<file path="config.mk">
export PLATFORM = sky130hd
export DESIGN_NAME = decode_stage_flat
export DESIGN_NICKNAME = d
export VERILOG_FILES = /design/src/rtl/decode_pkg.sv /design/src/rtl/decode_stage_if.sv /design/src/rtl/decode_comb.sv /design/src/rtl/decode_stage.sv /design/src/flat_wrapper.sv
export SDC_FILE = /design/constraint.sdc
export NUM_CORES = 1
export LEC_CHECK = 0
export ABC_AREA = 1
export CORE_MARGIN = 2
export CORE_UTILIZATION = 54
export CTS_CLUSTER_DIAMETER = 150
export DETAILED_ROUTE_END_ITERATION = 10
export HOLD_SLACK_MARGIN = 0.15
export PLACE_DENSITY_LB_ADDON = 0.3
export REMOVE_ABC_BUFFERS = 1
export SLEW_MARGIN = 10
export SYNTH_ARGS = -nofsm -noshare
export SYNTH_HDL_FRONTEND = slang
export SYNTH_HIERARCHICAL = 1
export SYNTH_SLANG_ARGS = --single-unit
export TNS_END_PERCENT = 1
</file>
<file path="constraint.sdc">
create_clock -name clk -period 2.7 [get_ports clk]
set_input_delay 0.81 -clock clk [delete_from_list [all_inputs] [get_ports clk]]
set_output_delay 0.81 -clock clk [all_outputs]
set_load 0.03 [all_outputs]
</file>
<file path="src/rtl/decode_pkg.sv">
// Shared opcode/format constants and the decoded-entry record carried through the
// decode stage. Widths are sized for RV64 so one record type serves both XLEN settings.
package decode_pkg;

  localparam int XLEN_MAX = 64;

  localparam logic [6:0] OPC_LUI       = 7'b0110111;
  localparam logic [6:0] OPC_AUIPC     = 7'b0010111;
  localparam logic [6:0] OPC_JAL       = 7'b1101111;
  localparam logic [6:0] OPC_JALR      = 7'b1100111;
  localparam logic [6:0] OPC_BRANCH    = 7'b1100011;
  localparam logic [6:0] OPC_LOAD      = 7'b0000011;
  localparam logic [6:0] OPC_STORE     = 7'b0100011;
  localparam logic [6:0] OPC_OP_IMM    = 7'b0010011;
  localparam logic [6:0] OPC_OP        = 7'b0110011;
  localparam logic [6:0] OPC_OP_IMM_32 = 7'b0011011;
  localparam logic [6:0] OPC_OP_32     = 7'b0111011;
  localparam logic [6:0] OPC_MISC_MEM  = 7'b0001111;
  localparam logic [6:0] OPC_SYSTEM    = 7'b1110011;

  localparam logic [2:0] FMT_R    = 3'd0;
  localparam logic [2:0] FMT_I    = 3'd1;
  localparam logic [2:0] FMT_S    = 3'd2;
  localparam logic [2:0] FMT_B    = 3'd3;
  localparam logic [2:0] FMT_U    = 3'd4;
  localparam logic [2:0] FMT_J    = 3'd5;
  localparam logic [2:0] FMT_NONE = 3'd7;

  typedef struct packed {
    logic [XLEN_MAX-1:0] pc;
    logic [6:0]          opcode;
    logic [4:0]          rd;
    logic [2:0]          funct3;
    logic [4:0]          rs1;
    logic [4:0]          rs2;
    logic [6:0]          funct7;
    logic [XLEN_MAX-1:0] imm;
    logic [2:0]          fmt;
    logic                illegal;
  } dec_entry_t;

  localparam dec_entry_t ENTRY_RESET = '{
    pc: '0, opcode: '0, rd: '0, funct3: '0, rs1: '0, rs2: '0,
    funct7: '0, imm: '0, fmt: FMT_NONE, illegal: 1'b0
  };

endpackage

</file>
<file path="src/rtl/decode_stage_if.sv">
// Fetch-to-decode and decode-to-execute handshake bundle. The decode stage sits on
// the slave side; whoever feeds instructions and consumes decoded entries is the master.
interface decode_stage_if #(parameter int XLEN = 32);
  logic            in_valid;
  logic            in_ready;
  logic [31:0]     in_instr;
  logic [XLEN-1:0] in_pc;

  logic            out_valid;
  logic            out_ready;
  logic [XLEN-1:0] out_pc;
  logic [6:0]      out_opcode;
  logic [4:0]      out_rd;
  logic [2:0]      out_funct3;
  logic [4:0]      out_rs1;
  logic [4:0]      out_rs2;
  logic [6:0]      out_funct7;
  logic [XLEN-1:0] out_imm;
  logic [2:0]      out_fmt;
  logic            out_illegal;

  modport master (
    output in_valid, in_instr, in_pc, out_ready,
    input  in_ready, out_valid, out_pc, out_opcode, out_rd, out_funct3,
           out_rs1, out_rs2, out_funct7, out_imm, out_fmt, out_illegal
  );

  modport slave (
    input  in_valid, in_instr, in_pc, out_ready,
    output in_ready, out_valid, out_pc, out_opcode, out_rd, out_funct3,
           out_rs1, out_rs2, out_funct7, out_imm, out_fmt, out_illegal
  );
endinterface

</file>
<file path="src/rtl/decode_comb.sv">
// Purely combinational field split, immediate generation, format classification and
// legality check for one RV32/RV64 instruction word.
module decode_comb
  import decode_pkg::*;
#(
  parameter int XLEN  = 32,
  parameter bit M_EXT = 1'b1
) (
  input  logic [31:0]     instr,
  input  logic [XLEN-1:0] pc,
  output dec_entry_t      entry
);

  logic [6:0]  opc;
  logic [6:0]  f7;
  logic [2:0]  f3;
  logic [2:0]  fmt;
  logic [31:0] imm32;
  logic        illegal;
  logic        shift_hi_zero;
  logic        shift_hi_sra;
  logic        shift_ok;
  logic        op_f7_ok;

  assign opc = instr[6:0];
  assign f3  = instr[14:12];
  assign f7  = instr[31:25];

  always_comb begin
    fmt = FMT_NONE;
    case (opc)
      OPC_LUI, OPC_AUIPC:                        fmt = FMT_U;
      OPC_JAL:                                   fmt = FMT_J;
      OPC_JALR, OPC_LOAD, OPC_OP_IMM,
      OPC_OP_IMM_32, OPC_MISC_MEM, OPC_SYSTEM:   fmt = FMT_I;
      OPC_STORE:                                 fmt = FMT_S;
      OPC_BRANCH:                                fmt = FMT_B;
      OPC_OP, OPC_OP_32:                         fmt = FMT_R;
      default:                                   fmt = FMT_NONE;
    endcase
  end

  always_comb begin
    imm32 = '0;
    case (fmt)
      FMT_I:   imm32 = {{20{instr[31]}}, instr[31:20]};
      FMT_S:   imm32 = {{20{instr[31]}}, instr[31:25], instr[11:7]};
      FMT_B:   imm32 = {{19{instr[31]}}, instr[31], instr[7], instr[30:25], instr[11:8], 1'b0};
      FMT_U:   imm32 = {instr[31:12], 12'b0};
      FMT_J:   imm32 = {{11{instr[31]}}, instr[31], instr[19:12], instr[20], instr[30:21], 1'b0};
      default: imm32 = '0;
    endcase
  end

  // On RV64 instr[25] is shamt[5], so only the top six bits qualify the shift.
  assign shift_hi_zero = (XLEN == 64) ? (instr[31:26] == 6'b000000) : (f7 == 7'b0000000);
  assign shift_hi_sra  = (XLEN == 64) ? (instr[31:26] == 6'b010000) : (f7 == 7'b0100000);
  assign shift_ok      = shift_hi_zero || (shift_hi_sra && (f3 == 3'b101));

  assign op_f7_ok = (f7 == 7'b0000000) ||
                    ((f7 == 7'b0100000) && ((f3 == 3'b000) || (f3 == 3'b101))) ||
                    (M_EXT && (f7 == 7'b0000001));

  always_comb begin
    illegal = (instr[1:0] != 2'b11);
    case (opc)
      OPC_LUI, OPC_AUIPC, OPC_JAL, OPC_MISC_MEM, OPC_SYSTEM: ;
      OPC_JALR:      if (f3 != 3'b000) illegal = 1'b1;
      OPC_BRANCH:    if ((f3 == 3'b010) || (f3 == 3'b011)) illegal = 1'b1;
      OPC_LOAD:      if ((f3 == 3'b111) ||
                         ((XLEN == 32) && ((f3 == 3'b011) || (f3 == 3'b110)))) illegal = 1'b1;
      OPC_STORE:     if (f3[2] || ((XLEN == 32) && (f3 == 3'b011))) illegal = 1'b1;
      OPC_OP_IMM:    if (((f3 == 3'b001) || (f3 == 3'b101)) && !shift_ok) illegal = 1'b1;
      OPC_OP_IMM_32: if (XLEN == 32) illegal = 1'b1;
      OPC_OP:        if (!op_f7_ok) illegal = 1'b1;
      // RV64M has no MULHW/MULHSUW/MULHUW: reject M-encoded OP-32 with funct3 001..011.
      OPC_OP_32:     if ((XLEN == 32) || !op_f7_ok ||
                         (M_EXT && (f7 == 7'b0000001) &&
                          ((f3 == 3'b001) || (f3 == 3'b010) || (f3 == 3'b011)))) illegal = 1'b1;
      default:       illegal = 1'b1;
    endcase
  end

  always_comb begin
    entry         = ENTRY_RESET;
    entry.pc      = XLEN_MAX'(pc);
    entry.opcode  = opc;
    entry.rd      = instr[11:7];
    entry.funct3  = f3;
    entry.rs1     = instr[19:15];
    entry.rs2     = instr[24:20];
    entry.funct7  = f7;
    entry.imm     = {{32{imm32[31]}}, imm32};
    entry.fmt     = fmt;
    entry.illegal = illegal;
  end

endmodule

</file>
<file path="src/rtl/decode_stage.sv">
// Registered decode stage: decode_comb ahead of a 2-entry skid buffer (MAIN drives the
// outputs, SKID absorbs one extra word under back-pressure) plus a saturating illegal counter.
module decode_stage
  import decode_pkg::*;
#(
  parameter int XLEN  = 32,
  parameter bit M_EXT = 1'b1,
  parameter int CNT_W = 16
) (
  input  logic              clk,
  input  logic              rst,
  decode_stage_if.slave     bus,
  input  logic              flush,
  input  logic              cnt_clr,
  output logic [CNT_W-1:0]  illegal_cnt
);

  localparam logic [CNT_W-1:0] CNT_MAX = '1;

  dec_entry_t dec;
  dec_entry_t main_q;
  dec_entry_t skid_q;
  logic       main_v;
  logic       skid_v;
  logic       in_ready_q;
  logic       accept;
  logic       consume;

  decode_comb #(.XLEN(XLEN), .M_EXT(M_EXT)) u_comb (
    .instr (bus.in_instr),
    .pc    (bus.in_pc),
    .entry (dec)
  );

  assign accept  = bus.in_valid && in_ready_q && !flush;
  assign consume = main_v && bus.out_ready;

  // in_ready_q always equals !skid_v, so no accept can coincide with a SKID->MAIN move.
  always_ff @(posedge clk) begin
    if (rst) begin
      main_v     <= 1'b0;
      skid_v     <= 1'b0;
      in_ready_q <= 1'b1;
      main_q     <= ENTRY_RESET;
      skid_q     <= ENTRY_RESET;
    end else if (flush) begin
      main_v     <= 1'b0;
      skid_v     <= 1'b0;
      in_ready_q <= 1'b1;
    end else if (consume && skid_v) begin
      main_q     <= skid_q;
      skid_v     <= 1'b0;
      in_ready_q <= 1'b1;
    end else if (accept) begin
      if (!main_v || consume) begin
        main_q <= dec;
        main_v <= 1'b1;
      end else begin
        skid_q     <= dec;
        skid_v     <= 1'b1;
        in_ready_q <= 1'b0;
      end
    end else if (consume) begin
      main_v <= 1'b0;
    end
  end

  always_ff @(posedge clk) begin
    if (rst || cnt_clr) begin
      illegal_cnt <= '0;
    end else if (consume && main_q.illegal && (illegal_cnt != CNT_MAX)) begin
      illegal_cnt <= illegal_cnt + CNT_W'(1);
    end
  end

  assign bus.in_ready    = in_ready_q;
  assign bus.out_valid   = main_v;
  assign bus.out_pc      = main_q.pc[XLEN-1:0];
  assign bus.out_opcode  = main_q.opcode;
  assign bus.out_rd      = main_q.rd;
  assign bus.out_funct3  = main_q.funct3;
  assign bus.out_rs1     = main_q.rs1;
  assign bus.out_rs2     = main_q.rs2;
  assign bus.out_funct7  = main_q.funct7;
  assign bus.out_imm     = main_q.imm[XLEN-1:0];
  assign bus.out_fmt     = main_q.fmt;
  assign bus.out_illegal = main_q.illegal;

  if (XLEN < XLEN_MAX) begin : g_narrow
    logic unused_hi;
    assign unused_hi = ^{main_q.pc[XLEN_MAX-1:XLEN], main_q.imm[XLEN_MAX-1:XLEN]};
  end

endmodule

</file>
<file path="src/flat_wrapper.sv">
// flat-port wrapper written by rule: the top's interface ports become plain ports
module decode_stage_flat import decode_pkg::*;
#(
  parameter int XLEN  = 32,
  parameter bit M_EXT = 1'b1,
  parameter int CNT_W = 16
)
  (clk, rst, flush, cnt_clr, illegal_cnt, bus_in_valid, bus_in_instr, bus_in_pc, bus_out_ready, bus_in_ready, bus_out_valid, bus_out_pc, bus_out_opcode, bus_out_rd, bus_out_funct3, bus_out_rs1, bus_out_rs2, bus_out_funct7, bus_out_imm, bus_out_fmt, bus_out_illegal);
  decode_stage_if #(.XLEN(XLEN)) bus_i ();
  input  logic clk;
  input  logic rst;
  input  logic flush;
  input  logic cnt_clr;
  output logic [CNT_W-1:0] illegal_cnt;
  input wire logic [$bits(bus_i.in_valid)-1:0] bus_in_valid;
  input wire logic [$bits(bus_i.in_instr)-1:0] bus_in_instr;
  input wire logic [$bits(bus_i.in_pc)-1:0] bus_in_pc;
  input wire logic [$bits(bus_i.out_ready)-1:0] bus_out_ready;
  output wire logic [$bits(bus_i.in_ready)-1:0] bus_in_ready;
  output wire logic [$bits(bus_i.out_valid)-1:0] bus_out_valid;
  output wire logic [$bits(bus_i.out_pc)-1:0] bus_out_pc;
  output wire logic [$bits(bus_i.out_opcode)-1:0] bus_out_opcode;
  output wire logic [$bits(bus_i.out_rd)-1:0] bus_out_rd;
  output wire logic [$bits(bus_i.out_funct3)-1:0] bus_out_funct3;
  output wire logic [$bits(bus_i.out_rs1)-1:0] bus_out_rs1;
  output wire logic [$bits(bus_i.out_rs2)-1:0] bus_out_rs2;
  output wire logic [$bits(bus_i.out_funct7)-1:0] bus_out_funct7;
  output wire logic [$bits(bus_i.out_imm)-1:0] bus_out_imm;
  output wire logic [$bits(bus_i.out_fmt)-1:0] bus_out_fmt;
  output wire logic [$bits(bus_i.out_illegal)-1:0] bus_out_illegal;
  assign bus_i.in_valid = bus_in_valid;
  assign bus_i.in_instr = bus_in_instr;
  assign bus_i.in_pc = bus_in_pc;
  assign bus_i.out_ready = bus_out_ready;
  assign bus_in_ready = bus_i.in_ready;
  assign bus_out_valid = bus_i.out_valid;
  assign bus_out_pc = bus_i.out_pc;
  assign bus_out_opcode = bus_i.out_opcode;
  assign bus_out_rd = bus_i.out_rd;
  assign bus_out_funct3 = bus_i.out_funct3;
  assign bus_out_rs1 = bus_i.out_rs1;
  assign bus_out_rs2 = bus_i.out_rs2;
  assign bus_out_funct7 = bus_i.out_funct7;
  assign bus_out_imm = bus_i.out_imm;
  assign bus_out_fmt = bus_i.out_fmt;
  assign bus_out_illegal = bus_i.out_illegal;
  decode_stage #(.XLEN(XLEN), .M_EXT(M_EXT), .CNT_W(CNT_W)) u_core (.clk(clk), .rst(rst), .bus(bus_i), .flush(flush), .cnt_clr(cnt_clr), .illegal_cnt(illegal_cnt));
endmodule
</file>
---- Word-level counts from Yosys, hierarchy flattened ----
Index checks and enable logic that the tools add are counted.
W data, S select, Z words.
word-level totals
  word-level logic and storage cells ...... 111
  output and inout bits ................... 118
  register bits after elaboration ......... 219
  RAM bits ................................ 0
  bits in latches ......................... 0
  memories kept ........................... 0
  input port bits ......................... 70
  memory bits (read-only) ................. 0
cells by class
  shifts and indexed selects .............. 0
  muxes and demuxes ....................... 15
  $mul .................................... 0
  bitwise operators ....................... 3
  reduce and logical (&&, ||, !) cells .... 39
  add/subtract/negate cells ............... 1
  equality and inequality tests ........... 29
  divide/modulo/power cells ............... 0
  magnitude comparators ................... 0
operators by type and width
  cell                     count
  $mux W132                3
  $pmux W32 S5             1
  $eq A7 B6 Y1 const B     5
  $eq A7 B7 Y1 const B     4
  $eq A7 B5 Y1 const B     3
  $pmux W3 S6              1
  $add A16 B1 Y16 const B  1
  $ne A16 B16 Y1 const B   1
  $eq A3 B3 Y1 const B     5
  $eq A3 B2 Y1 const B     4
  $logic_or A1 B1 Y1       11
  $logic_and A1 B1 Y1      9
  $mux W1                  9
  $eq A7 B1 Y1 const B     1
  $eq A7 B2 Y1 const B     1
  $eq A7 B4 Y1 const B     1
  $logic_not A7 Y1         1
  $pmux W1 S7              1
  $eq A3 B1 Y1 const B     2
  $reduce_and A3 Y1        2
  $reduce_bool A2 Y1       3
  $reduce_or A2 Y1         3
  $reduce_or A6 Y1         1
  $reduce_or A5 Y1         1
  other kinds (8)          13

---- Longest topological paths before layout ----
Gate-level depths: netlist (run 1).
  word-level depth ........................ 10
  gate-level depth with buffers ........... 14
  gate-level depth less buffers ........... 13

---- Hierarchy ----
The synthesis (run 1) kept the hierarchy.
by module, submodules not included
  module        instances  cells an instance  area each (µm²)  sequential area each (µm²)
  decode_stage  1          1,268              8,986.1          4,384.2
  decode_comb   1          337                2,005.7          0.0

---- Least setup slack after synthesis (run 1) ----
OpenSTA, ideal clock, no wires.
  path kind ............................... input port to flip-flop
  start ................................... input bus_in_instr[6]
  end ..................................... register u_core.main_q (netlist bit u_core/bus.out_imm[31])
  path slack .............................. 199 ps
  stages on the path ...................... 12
  data arrival time ....................... 2,431 ps
  required time ........................... 2,630 ps
  library setup time ...................... 70 ps
  buffers on the path ..................... 1
  path through ............................ inv_2 > nand2_2 > nor2_1 > nand2_2 > nand3_4 > o21ai_4 > buf_6 > nand2_1 > nand2_1 > o21ai_0 > nand2_1 > a21oi_1
RTL lines
  element                 line                source
  start: declaration      flat_wrapper.sv:16  input wire logic [$bits(bus_i.in_instr)-1:0] bus_in_instr;
  end signal: assignment  decode_stage.sv:51  main_q <= skid_q;
  end: declaration        decode_stage.sv:21  dec_entry_t main_q;

---- Worst setup path in the final report (run 1) ----
  start ................................... register u_core.illegal_cnt[2]
  end ..................................... output illegal_cnt[2]
RTL lines
  element                   line                source
  start: declaration        decode_stage.sv:15  output logic [CNT_W-1:0] illegal_cnt
  start signal: assignment  decode_stage.sv:72  illegal_cnt <= illegal_cnt + CNT_W'(1);
  end: declaration          flat_wrapper.sv:14  output logic [CNT_W-1:0] illegal_cnt;
No word-level cell between the ends.

==> results of run 1 <==
==> where the power goes <==
group          switching, W  total (W)  leakage [nW]  internal [W]
clock               0.00129    0.00330         0.396       0.00201
combinational      0.000460   0.000783          2.83      0.000323
sequential        0.0000348    0.00334          1.77       0.00331
==> cell type report <==
| cell class | instances | area, um^2 | area share (%) |
|---|---|---|---|
| clock buffer | 37 | 710.7 | 5.460 |
| clock inverter | 7 | 91.34 | 0.7018 |
| inverter | 146 | 551.8 | 4.240 |
| multi-input combinational | 1012 | 4651 | 35.73 |
| sequential | 219 | 4384 | 33.69 |
| tap | 265 | 331.6 | 2.548 |
| timing repair buffer | 227 | 2295 | 17.63 |
==> through the flow <==
step                total power, W  setup TNS (ns)  utilization (%)
floorplan                 0.003798         -247.12                -
global placement          0.004180          -5.427            63.37
detailed placement        0.004193          -7.547            63.37
CTS                       0.007496               0            67.54
global route              0.007712               0            67.54
finish                    0.007426               0            67.54
==> registers in the layout, summed over array words and instances (netlist names) <==
name                    cells
u_core/bus.out_opcode       7
u_core/bus.in_ready         1
u_core/bus.out_fmt          3
u_core/bus.out_funct3       3
u_core/skid_v               1
u_core/bus.out_rs1          5
u_core/bus.out_rd           5
u_core/skid_q             100
u_core/bus.out_rs2          5
u_core/bus.out_valid        1
u_core/bus.out_funct7       7
u_core/bus.out_pc          32
u_core/illegal_cnt         16
u_core/bus.out_imm         32
u_core/bus.out_illegal      1
==> routing by layer <==
layer / GRT usage [%] / vias up / wire length (um)
li1: - / 5085 / -
met1: 32.69 / 4521 / 11690
met2: 43.78 / 291 / 12460
met3: 4.099 / 41 / 1830
met4: 7.843 / 0 / 480
met5: 0 / - / 0
==> final timing paths <==
path,startpoint,end,slack [ns],cells after the start
worst max-delay path,u_core/illegal_cnt[2],illegal_cnt[2],0.20,1
worst min-delay path,u_core/skid_q[107],u_core/skid_q[107],0.45,2
worst max register to register,u_core/illegal_cnt[1],u_core/illegal_cnt[14],1.01,6
worst min register to register,u_core/skid_q[107],u_core/skid_q[107],0.45,2
==> impl_results.md, run 1 <==
* Filler cells at 1726
* Worst-path cell chain: clkdlybuf4s50_1
* CTS H-tree depth at 1
* Post-route ant nets at 0
* Final Max Tran Viols at 0
* Max Freq at 0.4006 GHz
* Clock Latency Late Sink at 0.51 ns
* I/O Buffers at 187
* Antenna cells at 0
* FP Rows at 51
* Hold buffer count at cts at 0
* Pwr per Cell Area at 570.6 nW/um^2
* Starting Density at 54.53%
* Final hold vios at 0
* Ys Warns at 6
* Setup ws final at 0.2040 ns
* CTS resizes at 0
* WP buf/inv at 1
* Die Area at 20590 um^2
* Average size of a mapped cell at slightly below 7 um^2
* Worst path arrival time at ~1.7 ns
* Leakage at approximately 5.0 nW
* Pre-CTS setup slack at -0.2321 ns
* Slew headroom at 57.95%
* Slowest stage delay, CP at approximately 0.7 ns
* Nets@finish at 1702
* Critical path's slowest cell: clkdlybuf4s50_1
* Placed cell areas at 12210 um^2
* DP Cell Count at about 1900
* Crit path required time at 1.89 ns
* Most frequent cells in the layout: nand2_1, o21ai_0, dfxtp_1
* CORE AREA at 19270 um^2
* Total CTS buffers at 25
* Clk buf depth at 3
* Global-route wire length before repair at 43530 um
* Post-route insts no fill at ~1900
* Synth Instances at 1540
* Largest delay contributor family on the critical path: buffers and inverters
* Final setup viols at 0
* Vias per cell at 5.195
* Pre-antenna DRT Iters at 5
* Placer's final routability congestion estimate at 0.8841
* RSZ-0062 raised after global routing: false
* Vias in the first global route at 9141
* Area Overhead vs Synth at 23.86%
* Post-route cell area at 13020 um^2
* Final Routed Wirelength at 26460 um
* DR iter-0 viols at 662
* Clock root buffer: clkbuf_16
* Grt ovf at 0
* Setup Fix Bufs, Post-CTS at 0
* Crit path time final at between 2 and 2.5 ns
* Commonest non-fill, non-tap cell in the layout: nand2_1
* Total GRT Usage at between 20% and 30%
* Maximum vdd drop at around 0.42 mV
* # clock sinks at 219
* Vias at ~9900
* Largest net degree at the start of global routing at approximately 100
* Worst Tran Pin Value at approximately 0.63 ns
* Hpwl dp at roughly 17000 um
* Layout cells sized above 1 at 6.857%
* Worst clock skew at 0.01272 ns
* CTS tree: done
* Final period utilization at 92.44%
* Chip width at 143.5 um
* Mapped Area at 10510 um^2
* Hold WS at 0.4453 ns
* Crit path kind: reg -> out
* Top-Level Pins at 188
* Critical Path Start Type: flop
* Initial antenna violation count at 0
* Critical Path Sink Type: output pin
* HP Class: reg -> reg
* WL per Instance at 13.83 um
* Die height at 143.5 um
* Status: complete, no violations
* CP max FO at 7
* MaxCap Viol Count at 0
* Clk slew on worst S/H paths at 0.06 ns
* DRC Markers at 0
(Power assumes the default switching activity.)
==> run 2, diff against run 1 <==
CORE_UTILIZATION = 58   (was 54)
clock period = 3.2 ns   (was 2.7 ns; I/O delays follow)
==> impl_results.md, run 2 (synthesis results as in run 1) <==
* Layout cells sized above 1 at 6.016%
* Top-Level Pins at 188
* Post-route cell area at ~13000 um^2
* RR Endpoint: u_core/bus.out_pc[16]
* Clock root buffer: clkbuf_16
* Setup Fix Bufs, Post-CTS at 0
* Area Overhead vs Synth at 22.12%
* Combinational fraction of design power at 10.2%
* Hold buffer count at cts at 0
* Slew headroom at 31.57%
* Clk buf depth at 3
* Final period utilization at just over 80%
* Chip width at 138.6 um
* Setup crit start: u_core/illegal_cnt[2]
* Post-route ant nets at 0
* Critical Path Start Type: flop
* Die Area at a little under 20000 um^2
* Total CTS buffers at 24
* Sequential share of power at 44.8%
* Crit path required time at 2.24 ns
* Max FFs per register at 100
* Global-route wire length before repair at 42320 um
* Slowest stage delay, CP at 0.72 ns
* Worst path arrival time at 1.66 ns
* Final hold vios at 0
* Largest net degree at the start of global routing at 66
* FP Rows at 49
* Pre-antenna DRT Iters at 5
* Pre-CTS setup slack at 0.1527 ns
* P_sw at ~0.0015 W
* Crit path time final at 2.625 ns
* Max Freq at 0.3810 GHz
* Vias per cell at 5.345
* WL per Instance at 13.89 um
* Pint at 0.004777 W
* Crit path kind: reg -> out
* CTS tree: done
* Total GRT Usage at 25.73%
* CORE AREA at 17840 um^2
* Die height at 138.6 um
* # clock sinks at 219
* CP max FO at 7
* Placed cell areas at ~12000 um^2
* I/O Buffers at approximately 190
* Most frequent cells in the layout: nand2_1, o21ai_0, dfxtp_1
* HP Class: reg -> reg
* MaxCap Viol Count at 0
* Worst-path cell chain: clkdlybuf4s50_1
* Setup crit end: illegal_cnt[2]
* Maximum vdd drop at 0.3609 mV
* Initial antenna violation count at 1
* Biggest register: u_core/skid_q
* Clock Latency Late Sink at approximately 0.50 ns
* Clk pwr share at 45.0%
* Starting Density at 58.90%
* DR iter-0 viols at 673
* Critical Path Sink Type: output pin
* Reg-to-Reg Start: u_core/bus.out_valid
* DRC Markers at 0
* Worst clock skew at 0.008724 ns
* Largest delay contributor family on the critical path: buffers and inverters
* Nets@finish at between 1500 and 2000
* Hpwl dp at 16550 um
* R2R cell count at 7
* WP buf/inv at 1
* RSZ-0062 raised after global routing: false
* Worst Tran Pin Value at 1.023 ns
* Leakage at a little under 5 nW
* Pwr per Cell Area at around 500 nW/um^2
* Final Max Tran Viols at 0
* Status: complete, no violations
* Setup ws final at 0.5754 ns
* Final Routed Wirelength at 25830 um
* CTS H-tree depth at 1
* Grt ovf at 0
* Sw Share at 24.11%
* CTS resizes at 0
* Vias in the first global route at 8876
* Commonest non-fill, non-tap cell in the layout: nand2_1
* R2r setup slk at 1.33 ns
* Crit path depth at 1
* Critical path's slowest cell: clkdlybuf4s50_1
* Vias at 9937
* Placer's final routability congestion estimate at 0.8668
* Final setup viols at 0
* Clk slew on worst S/H paths at ~0.06 ns
## run 2: worst reg2reg max path, cell delays in order (launching register included)
cell	delay [ns]
dfxtp_1	0.42
inv_1	0.10
o21ai_1	0.27
nand2_4	0.11
clkinv_2	0.06
buf_4	0.47
nand2_1	0.15
a21oi_1	0.20
## run 2: area by class of cell
| type | count | area, um^2 |
|---|---|---|
| Fill cell | 1544 | 5009 |
| Multi-Input combinational cell | 1012 | 4651 |
| Sequential cell | 219 | 4384 |
| Timing Repair Buffer | 209 | 2135 |
| Clock buffer | 35 | 723.2 |
| Inverter | 146 | 549.3 |
| Tap cell | 229 | 286.5 |
| Clock inverter | 8 | 101.3 |
| Antenna cell | 1 | 2.502 |
## run 2: power by group through the flow
| stage | sequential (W) | clock, W | combinational [W] |
|---|---|---|---|
| 2_1_floorplan | 0.00297 | 0 | 0.000238 |
| 3_3_place_gp | 0.00288 | 0 | 0.000626 |
| 3_5_place_dp | 0.00288 | 0 | 0.000635 |
| 4_1_cts | 0.00282 | 0.00287 | 0.000641 |
| 5_1_grt | 0.00283 | 0.00300 | 0.000700 |
| 6_report | 0.00282 | 0.00283 | 0.000641 |
## run 2: layer usage
layer | wire (um) | vias up | track usage (%)
met3 | 1777 | 35 | 3.833
met5 | 0 | - | 0
met2 | 12230 | 332 | 43.38
li1 | - | 5044 | -
met4 | 456 | 0 | 6.767
met1 | 11370 | 4526 | 34.81
## run 2: per-stage QoR
| stage | instances | util [%] | power [W] | hold WS, ns | TNS, ns |
|---|---|---|---|---|---|
| floorplan | 1377 | - | 0.003205 | 0.4266 | -195.74 |
| global placement | 1815 | 67.29 | 0.003505 | 0.4313 | 0 |
| detailed placement | 1815 | 67.29 | 0.003516 | 0.4369 | 0 |
| CTS | 1858 | 71.91 | 0.006334 | 0.4463 | 0 |
| global route | 1858 | 71.91 | 0.006526 | 0.4575 | 0 |
| finish | 1859 | 71.93 | 0.006294 | 0.4437 | 0 |
## run 2: worst min-delay path by stage
stage | from | to | slack, ns | cells after the start
final | u_core/skid_q[18] | u_core/skid_q[18] | 0.44 | 2
after global routing | u_core/skid_q[104] | u_core/skid_q[104] | 0.46 | 2
after CTS | u_core/skid_q[19] | u_core/skid_q[19] | 0.45 | 2
after detailed placement | u_core/skid_q[19] | u_core/skid_q[19] | 0.44 | 2
after global placement | u_core/skid_q[20] | u_core/skid_q[20] | 0.43 | 2
after floorplan | u_core/skid_q[0] | u_core/skid_q[0] | 0.43 | 2
==> run 3, diff against run 2 <==
CORE_UTILIZATION = 48   (was 58)
clock period = 2.36 ns   (was 3.2 ns; I/O delays follow)
==> impl_results.md, run 3 (synthesis results as in run 1) <==
* Most frequent cells in the layout: nand2_1, o21ai_0, dfxtp_1
* Setup crit start: u_core/bus.out_imm[13]
* Setup Fix Bufs, Post-CTS at 0
* # clock sinks at 219
* Final Max Tran Viols at 0
* Status: complete, no violations
* CP max FO at 2
* RR Endpoint: u_core/bus.out_imm[2]
* Placer's final routability congestion estimate at 0.8812
* DR iter-0 viols at 537
* Final period utilization at 98.98%
* Pre-antenna DRT Iters at 5
* CTS tree: done
* Vias per cell at 5.156
* Largest delay contributor family on the critical path: buffers and inverters
* Crit path kind: reg -> out
* Crit path depth at 1
* WL per Instance at 14.40 um
* Hold buffer count at cts at 0
* CORE AREA at 21620 um^2
* Clk pwr share at 45.7%
* Grt ovf at 0
* Critical Path Sink Type: output pin
* Worst clock skew at 0.005453 ns
* DRC Markers at 0
* Nets@finish at about 1700
* Die Area at 23090 um^2
* Slew headroom at 45.07%
* Combinational fraction of design power at 10.7%
* Top-Level Pins at 188
* Worst path arrival time at 1.63 ns
* Post-route ant nets at 0
* Final Routed Wirelength at 28300 um
* Setup crit end: bus_out_imm[13]
* Sw Share at 23.94%
* P_sw at approximately 0.0021 W
* CTS H-tree depth at 1
* Clock root buffer: clkbuf_16
* Crit path required time at 1.65 ns
* Global-route wire length before repair at around 46000 um
* Hpwl dp at around 19000 um
* Area Overhead vs Synth at 28.57%
* Antenna cells at 0
* Critical path's slowest cell: clkdlybuf4s50_1
* Max FFs per register at 100
* Clk buf depth at 3
* Maximum vdd drop at 0.4476 mV
* Vias in the first global route at 9269
* HP Class: reg -> reg
* Sequential share of power at ~44%
* Layout cells sized above 1 at 9.377%
* Reg-to-Reg Start: u_core/bus.out_valid
* Largest net degree at the start of global routing at 77
* Total CTS buffers at 25
* Max Freq at 0.4281 GHz
* Tot Pwr at 0.008784 W
* Starting Density at 48.60%
* RSZ-0062 raised after global routing: true
* Pwr per Cell Area at 650.2 nW/um^2
* Worst Tran Pin Value at slightly above 0.8 ns
* Vias at 10130
* MaxCap Viol Count at 0
* Worst-path cell chain: clkdlybuf4s50_1
* Commonest non-fill, non-tap cell in the layout: nand2_1
* Slowest stage delay, CP at just over 0.7 ns
* Final core occ at 62.48%
* Die height at 152.0 um
* Final hold vios at 0
* R2r setup slk at slightly below 0.7 ns
* Crit path time final at 2.336 ns
* Critical Path Start Type: flop
* Final setup viols at 0
* R2R cell count at 8
* Initial antenna violation count at 1
* Clock Latency Late Sink at 0.51 ns
* Clk slew on worst S/H paths at 0.06 ns
* I/O Buffers at 187
* Biggest register: u_core/skid_q
* Pint at 0.006682 W
* Leakage at between 5 and 6 nW
* Chip width at 152.0 um
* Total GRT Usage at 23.23%
* WP buf/inv at 1
* FP Rows at 54
run 3: changes by cell type in the layout (fill, tap and decap cells not counted), moves of 5 or more:
cell	before	now
clkdlybuf4s50_1	186	170
dlygate4sd2_1	0	5
buf_12	8	17
dlymetal6s2s_1	0	11
buf_4	15	60
run 3: worst min-delay path by stage:
stage | startpoint | end | slack (ns) | cells past startpoint
3_5_place_dp | u_core/skid_q[74] | u_core/skid_q[74] | 0.44 | 2
3_3_place_gp | u_core/skid_q[73] | u_core/skid_q[73] | 0.43 | 2
4_1_cts | u_core/skid_q[74] | u_core/skid_q[74] | 0.45 | 2
5_1_grt | u_core/skid_q[14] | u_core/skid_q[14] | 0.46 | 2
2_1_floorplan | u_core/skid_q[0] | u_core/skid_q[0] | 0.43 | 2
6_report | u_core/skid_q[95] | u_core/skid_q[95] | 0.44 | 2
run 3: what timing repair did:
action | 4_1_cts | 5_1_grt
gates resized for setup | 5 | 17
pin swaps | 0 | 2
cloned | 0 | 1
endpoints found under the setup margin | 5 | 58
endpoints found under the hold margin | 0 | 0
run 3: power groups by stage:
stage	Combinational [W]	Clock [W]	Sequential, W
after global routing	0.00103	0.00426	0.00383
after CTS	0.000938	0.00411	0.00382
after floorplan	0.000323	0	0.00402
after detailed placement	0.000934	0	0.00391
after global placement	0.000921	0	0.00390
final	0.000942	0.00402	0.00382
run 3: cell type report:
class                      count  area [um^2]
inverter                     146        549.3
fill                        2008         8112
tap                          280        350.3
clock inverter                 8        115.1
multi-input combinational   1013         4682
timing repair buffer         264         2685
clock buffer                  35        743.2
sequential                   219         4384
run 3: metrics by stage:
stage | hold WS (ns) | instance area, um^2 | setup WS (ns) | setup TNS (ns) | std cells
floorplan | 0.4266 | 9549 | -2.515 | -295.20 | 1377
finish | 0.4446 | 13510 | 0.02399 | 0 | 1965
global placement | 0.4308 | 12590 | -0.4582 | -23.81 | 1921
global route | 0.4638 | 13510 | -0.04011 | -0.05372 | 1965
CTS | 0.4451 | 13450 | 0.005347 | 0 | 1964
detailed placement | 0.4359 | 12590 | -0.5028 | -26.17 | 1921
run 3: layer usage:
| metal | wire, um | part of all wire (%) | vias to the layer above | GRT usage, % |
|---|---|---|---|---|
| li1 | - | - | 5155 | - |
| met1 | 13170 | 47 | 4634 | 32.53 |
| met2 | 13060 | 46 | 302 | 37.86 |
| met3 | 1604 | 5.7 | 39 | 3.622 |
| met4 | 448 | 1.6 | 2 | 5.429 |
| met5 | 12 | 0.042 | - | 0 |
run 3: worst reg2reg max path, stage by stage, from the launching register on:
cell      delay, ns
dfxtp_1        0.41
inv_1          0.09
nor2_2         0.24
nor2_1         0.12
nand2_4        0.13
clkinv_2       0.13
buf_12         0.21
nand2_1        0.11
a21oi_1        0.07
